File: src/rtl/fir_filter_param.sv
// Run-time programmable FIR for the audio path: one MAC per clock, round-half-up,
// output saturation, ready/valid sample handshake and a writable coefficient bank.
//   state  | meaning
//   S_IDLE | ready for a sample or coefficient write
//   S_MAC  | NUM_TAPS multiply-accumulate cycles, newest sample first
//   S_OUT  | round, clip (or bypass), register y_out and pulse y_valid_out
module fir_filter_param #(
  parameter int NUM_TAPS    = 31,
  parameter int DATA_WIDTH  = 8,
  parameter int COEFF_WIDTH = 12,
  parameter int SHIFT       = 10
) (
  input  logic                              clk_in,
  input  logic                              rst_n_in,
  input  logic signed [DATA_WIDTH-1:0]      sample_in,
  input  logic                              sample_valid_in,
  output logic                              ready_out,
  input  logic                              coeff_we_in,
  input  logic        [$clog2(NUM_TAPS)-1:0] coeff_addr_in,
  input  logic signed [COEFF_WIDTH-1:0]     coeff_data_in,
  input  logic                              bypass_in,
  output logic signed [DATA_WIDTH-1:0]      y_out,
  output logic                              y_valid_out,
  output logic                              sat_out,
  output logic                              overrun_out,
  output logic                              coeff_err_out
);

  localparam int AW     = $clog2(NUM_TAPS);
  localparam int PROD_W = DATA_WIDTH + COEFF_WIDTH;
  localparam int ACC_W  = DATA_WIDTH + COEFF_WIDTH + AW;

  localparam logic [AW-1:0]               LAST  = AW'(NUM_TAPS - 1);
  localparam logic [AW:0]                 TAPS  = (AW + 1)'(NUM_TAPS);
  localparam logic signed [ACC_W-1:0]     RND   = ACC_W'((1 << SHIFT) >> 1);
  localparam logic signed [ACC_W-1:0]     Y_MAX = ACC_W'((1 << (DATA_WIDTH - 1)) - 1);
  localparam logic signed [ACC_W-1:0]     Y_MIN = ~Y_MAX;
  localparam logic signed [COEFF_WIDTH-1:0] UNITY = COEFF_WIDTH'(1 << SHIFT);

  typedef enum logic [1:0] {S_IDLE, S_MAC, S_OUT} state_t;

  state_t                         state;
  logic signed [DATA_WIDTH-1:0]   delay_q [NUM_TAPS];
  logic signed [COEFF_WIDTH-1:0]  coeff_q [NUM_TAPS];
  logic [AW-1:0]                  wr_ptr;
  logic [AW-1:0]                  rd_ptr;
  logic [AW-1:0]                  newest;
  logic [AW-1:0]                  k;
  logic signed [ACC_W-1:0]        acc;

  logic signed [PROD_W-1:0]       prod;
  logic signed [ACC_W-1:0]        acc_rnd;
  logic signed [ACC_W-1:0]        acc_shr;

  assign prod      = PROD_W'(delay_q[rd_ptr]) * PROD_W'(coeff_q[k]);
  assign acc_rnd   = acc + RND;
  assign acc_shr   = acc_rnd >>> SHIFT;
  assign ready_out = (state == S_IDLE);

  always_ff @(posedge clk_in) begin
    if (!rst_n_in) begin
      state         <= S_IDLE;
      wr_ptr        <= '0;
      rd_ptr        <= '0;
      newest        <= '0;
      k             <= '0;
      acc           <= '0;
      y_out         <= '0;
      y_valid_out   <= 1'b0;
      sat_out       <= 1'b0;
      overrun_out   <= 1'b0;
      coeff_err_out <= 1'b0;
      for (int i = 0; i < NUM_TAPS; i++) begin
        delay_q[i] <= '0;
        coeff_q[i] <= (i == 0) ? UNITY : '0;
      end
    end else begin
      y_valid_out <= 1'b0;

      // An IDLE-cycle write lands before the first MAC cycle, so it applies to a coincident sample.
      if (coeff_we_in) begin
        if (state == S_IDLE && {1'b0, coeff_addr_in} < TAPS)
          coeff_q[coeff_addr_in] <= coeff_data_in;
        else
          coeff_err_out <= 1'b1;
      end

      if (sample_valid_in && state != S_IDLE)
        overrun_out <= 1'b1;

      case (state)
        S_IDLE: begin
          if (sample_valid_in) begin
            delay_q[wr_ptr] <= sample_in;
            newest          <= wr_ptr;
            rd_ptr          <= wr_ptr;
            wr_ptr          <= (wr_ptr == LAST) ? '0 : wr_ptr + 1'b1;
            acc             <= '0;
            k               <= '0;
            state           <= S_MAC;
          end
        end
        S_MAC: begin
          acc    <= acc + ACC_W'(prod);
          k      <= k + 1'b1;
          rd_ptr <= (rd_ptr == '0) ? LAST : rd_ptr - 1'b1;
          if (k == LAST)
            state <= S_OUT;
        end
        S_OUT: begin
          y_valid_out <= 1'b1;
          state       <= S_IDLE;
          if (bypass_in) begin
            y_out   <= delay_q[newest];
            sat_out <= 1'b0;
          end else if (acc_shr > Y_MAX) begin
            y_out   <= Y_MAX[DATA_WIDTH-1:0];
            sat_out <= 1'b1;
          end else if (acc_shr < Y_MIN) begin
            y_out   <= Y_MIN[DATA_WIDTH-1:0];
            sat_out <= 1'b1;
          end else begin
            y_out   <= acc_shr[DATA_WIDTH-1:0];
            sat_out <= 1'b0;
          end
        end
        default: state <= S_IDLE;
      endcase
    end
  end

endmodule
File: config.mk
export PLATFORM = sky130hd
export DESIGN_NAME = fir_filter_param
export DESIGN_NICKNAME = d
export VERILOG_FILES = /design/src/rtl/fir_filter_param.sv
export SDC_FILE = /design/constraint.sdc
export NUM_CORES = 1
export LEC_CHECK = 0
export CAP_MARGIN = 20
export CORE_AREA = 8 8 344 346
export DETAILED_ROUTE_END_ITERATION = 8
export DIE_AREA = 0 0 352 354
export MAX_ROUTING_LAYER = met4
export PLACE_DENSITY = 0.54
export SLEW_MARGIN = 40
export SYNTH_ARGS = -nofsm -noshare
export SYNTH_HDL_FRONTEND = slang
export SYNTH_SLANG_ARGS = --single-unit
File: constraint.sdc
create_clock -name clk_in -period 8.1 [get_ports clk_in]
set_input_delay 1.62 -clock clk_in [delete_from_list [all_inputs] [get_ports clk_in]]
set_output_delay 1.62 -clock clk_in [all_outputs]
set_load 0.03 [all_outputs]
# After elaboration in Yosys (flattened, before gate mapping)
# Memory sizes are Yosys's and may differ from the RTL's. A register that Yosys moved wholly into a read port is not among the register bits.
# Index checks and enable logic that the tools add are counted.
[totals]
output_inout_bits = 13
ram_bits = 620
ff_bits = 59
wordCells = 80
n_memories = 2
input_bits = 30
[memory_table]
columns = ["name", "depth", "width", "read_ports", "rd_ports_with_merged_regs", "wr", "line", "text"]
rows = [
  ["coeff_q", 31, 12, 1, 1, 31, "44", "logic signed [COEFF_WIDTH-1:0] coeff_q [NUM_TAPS];"],
  ["delay_q", 31, 8, 2, 2, 31, "43", "logic signed [DATA_WIDTH-1:0] delay_q [NUM_TAPS];"],
]
[classes]
eq_ne = 6
n_mul = 1
n_mux = 39
magnitude_cmp = 3
addsub = 5
bitwise = 1
n_reduce_logical = 12
[op_table]
columns = ["cell", "n"]
rows = [
  ["$mux W5", 12],
  ["$pmux W25 S2", 1],
  ["$mux W8", 4],
  ["$add A25 B11 Y25 const B", 1],
  ["$add A25 B20 Y25", 1],
  ["$mux W25", 1],
  ["$mul A8 B12 Y20", 1],
  ["$pmux W5 S2", 2],
  ["$gt A15 B8 Y1 const B", 1],
  ["$lt A15 B8 Y1 const B", 1],
  ["$mux W1", 15],
  ["$mux W12", 1],
  ["$reduce_or A12 Y1", 1],
  ["$add A5 B1 Y5 const B", 2],
  ["$eq A5 B5 Y1 const B", 2],
  ["$reduce_and A2 Y1", 4],
  ["$reduce_or A8 Y1", 1],
  ["$logic_not A5 Y1", 1],
  ["$lt A5 B5 Y1 const B", 1],
  ["$sub A5 B1 Y5 const B", 1],
  ["$mux W2", 2],
  ["$ne A2 B2 Y1 const B", 2],
  ["$pmux W2 S2", 1],
  ["$reduce_bool A2 Y1", 2],
  ["5 further kinds", 6],
]

# Depth between registers and ports, before layout
[depth]
ltp_word = 8
depth_mapped = 25
ltp_nobuf = 23

# Worst setup path after synthesis
# Ideal clock, no wire load.
[synth_path]
path_kind = "reg2reg"
start = "reg with a tool-made name"
end = "reg acc[23]"
setup_ps = 129
synth_period_minus_slack_ps = 6437
path_slack_ps = 1663
n_path_buf = 3
required_ps = 7971
stages_incl_launch_ff = 23
arrival_ps = 6308
path_cell_list = "dfxtp_1 > clkbuf_1 > buf_4 > mux4_2 > mux4_2 > mux2i_2 > nor2_1 > fa_1 > inv_1 > fa_1 > inv_1 > fa_1 > fa_1 > ha_1 > ha_1 > clkbuf_1 > a21o_1 > a21o_1 > a21o_1 > a221oi_1 > o21ai_0 > xnor2_1 > o21ai_0"
[synth_rtl]
columns = ["item", "line", "text"]
rows = [
  ["end signal: assignment", "104", "acc <= acc + ACC_W'(prod);"],
  ["end: declaration", "49", "logic signed [ACC_W-1:0] acc;"],
]

==> impl_metrics.py <==
metrics = {
    "run_status": {
        "status": "finished, final reports clean",
    },
    "timing": {
        "tns_ns": 0,
        "layout_setup_ws_ns": 0.590,
        "maxSlewHeadroom": 0.410,
        "rsz0062_at_grt": "no",
        "hold_viol_final": 0,
        "fin_skew_ns": 0.0512,
        "finalSetupViolCount": 0,
        "fin_crit_sh": 0.927,
        "max_freq_mhz": 133,
        "tightest_slew_ns": 0.875,
        "period_minus_slack_ns": 7.51,
        "drv_slew": 0,
    },
    "cts": {
        "clk_latency_ns": 0.67,
        "cts_tree": "done",
        "hold_buffers": 0,
        "clkTransAtPathRegs_ns": 0.06,
        "h-tree-depth": 3,
        "ctsResizeCount": 0,
        "cts-root-buf": "clkbuf_16",
        "cts_buffers": 82,
        "clock_sinks": 714,
        "clock_path_buffers": 3,
        "postCtsSetupBuffers": 0,
    },
    "detailed_routing": {
        "drc": 0,
        "vias": 23000,
        "top_layer": "met4",
        "wire_per_inst_um": 24.9,
        "dr_wl_met2_um": 51400,
        "antenna_left": 0,
        "wl_um": 109000,
        "met1_length_um": 47900,
        "met3_length_um": 6880,
        "avgViaCountPerCell": 5.24,
        "drtIter0Drc": 2189,
        "firstDrtPassIters": 5,
    },
    "cells_and_area": {
        "fillers": 10400,
        "area_growth_pct": 12.9,
        "final_common_cell": "edfxtp_1",
        "nNetsFinal": 3019,
        "layout_common_cells": "edfxtp_1 (640), and2_1 (626), mux4_2 (258)",
        "drive_gt1_frac": 0.198,
    },
    "die": {
        "design.die.area_mm2": 0.125,
        "initial_core_util": 0.346,
        "fp-row-count": 124,
        "io_pins": 43,
        "coreArea_mm2": 0.113,
        "die_h_um": 354,
        "dieWidth_um": 352,
    },
    "critical_path": {
        "crit_family": "adder cells",
        "cp.required_ns": 8.62,
        "ff2ff_path_depth": 20,
        "crit_path_frequent_cell": "fa_1",
        "crit_slowest_cell": "fa_1",
        "worstPathMaxFanout": 25,
        "worstSetupStartpointType": "flip-flop",
        "endpoint_kind": "flip-flop",
        "path_cells": "buf_12 > mux4_2 > mux4_2 > mux2i_2 > nor2_1 > fa_1 > inv_1 > fa_1 > inv_1 > fa_1 > fa_1 > ha_1 > ha_1 > nand2_1 > nand2_1 > a31oi_1 > a21boi_0 > o21ai_0 > xnor2_1 > o21ai_0",
        "crit_arrival_ns": 8.03,
        "cp.depth": 20,
        "path_buf_inv": 3,
        "cpPeakStageDelay_ns": 0.72,
        "critical_path_class": "reg -> reg",
    },
    "job": {
        "drv_cap": 0,
    },
    "synthesis": {
        "synth_edf_count": 640,
        "syn-cell-area_mm2": 0.0391,
        "synthFlopType": "edfxtp_1",
        "synth-seq-cells": 714,
        "ys_seq_area_frac": 0.529,
        "async_flop_share": 0,
        "yosys_warnings": 0,
        "yosysUniqueCellTypes": 64,
        "syn_inst": 2782,
        "syn_area_per_cell_um2": 14.1,
    },
    "hold_path": {
        "hold_depth": 2,
        "hold_path_class": "reg -> reg",
    },
    "global_routing": {
        "grt_pass1_wl_um": 163000,
        "overflow": 0,
        "antenna_found_initial": 5,
        "grt_max_degree": 79,
        "track_usage": 0.177,
        "grt_pass1_vias": 23800,
    },
    "placement": {
        "pre_cts_ws_ns": 0.664,
        "gp_congestion": 0.838,
        "dp_hpwl_um": 74900,
        "port_buffers": 42,
    },
    "power": {
        "power_leakage_nw": 16.0,
        "ir_drop_mv": 0.328,
        "powerDensity_mw_per_mm2": 287,
    },
}
-- synthesized netlist by cell type, types with 38 or more instances --
cell / instances / area (um^2)
nor2_1: 154 / 578
clkbuf_1: 153 / 574
mux4_2: 258 / 5810
nand2_1: 77 / 289
edfxtp_1: 640 / 19200
dfxtp_1: 74 / 1480
o21ai_0: 98 / 490
ha_1: 64 / 801
and2_1: 626 / 3920
a21oi_1: 38 / 190
inv_1: 121 / 454
fa_1: 120 / 2400
-- sequential cells by signal (all words and copies together) (netlist names), named ones only --
signal         flops
coeff_q          384
delay_q          256
acc               25
y_out              8
k                  5
newest             5
rd_ptr             5
wr_ptr             5
state              2
coeff_err_out      1
overrun_out        1
sat_out            1
y_valid_out        1
-- cell families after synthesis --
kind of cell / count (synthesis) / share of synthesized area
xor+xnor: 38 / 0.00851
mux: 306 / 0.169
flops: 714 / 0.529
other cells: 1 / 0.0000958
buf+inv: 333 / 0.0352
compound gates: 210 / 0.0325
simple gates: 996 / 0.144
fa+ha+maj: 184 / 0.0819
-- metal layers --
metal,vias to the layer above,global-route usage
li1,10100,-
met1,11900,0.239
met2,782,0.275
met3,156,0.0321
met4,0,0.0508
met5,-,-
-- final timing paths --
kind	slack (ns)	end	startpoint
max reg2reg	0.59	acc[20]$_SDFFE_PN0P_	flip-flop
max	0.59	acc[20]$_SDFFE_PN0P_	flip-flop
min reg2reg	0.44	flip-flop	newest[1]$_SDFFE_PN0P_
min	0.44	flip-flop	newest[1]$_SDFFE_PN0P_
-- tightest hold or removal path, delay by kind of cell (launching register included) --
family           cells  cell delay, ns
AND/OR/NAND/NOR      1            0.05
AO/OA/AOI/OAI        1            0.06
flip-flops           1            0.29
-- power by group --
part	leakage, nW	internal [mW]	switching (mW)
Combinational	7.45	2.03	2.64
Clock	1.30	2.16	1.56
Sequential	7.20	4.17	0.118
Total	16.0	8.36	4.32
-- area by class of cell --
cell class	instances	area (um^2)	share of cell area
repair buffers	137	1180	0.0268
multi-input cells	1746	17200	0.390
clock buffers	99	2160	0.0488
well taps	1512	1890	0.0428
diodes	2	5.00	0.000113
clock inverters	47	504	0.0114
flip-flops and latches	714	20700	0.469
inverters	124	465	0.0105
-- through the flow --
stage / instances / instance area (um^2) / hold slack (ns) / total power [mW] / util
6_report: 4381 / 44200 / 0.444 / 12.7 / 0.390
3_3_place_gp: 4233 / 41400 / 0.440 / 8.92 / 0.366
2_1_floorplan: 2793 / 39200 / 0.425 / 7.85 / -
4_1_cts: 4379 / 44100 / 0.447 / 12.8 / 0.390
5_1_grt: 4381 / 44200 / 0.474 / 13.5 / 0.390
3_5_place_dp: 4233 / 41500 / 0.443 / 8.99 / 0.367
(Power assumes the default switching activity.)
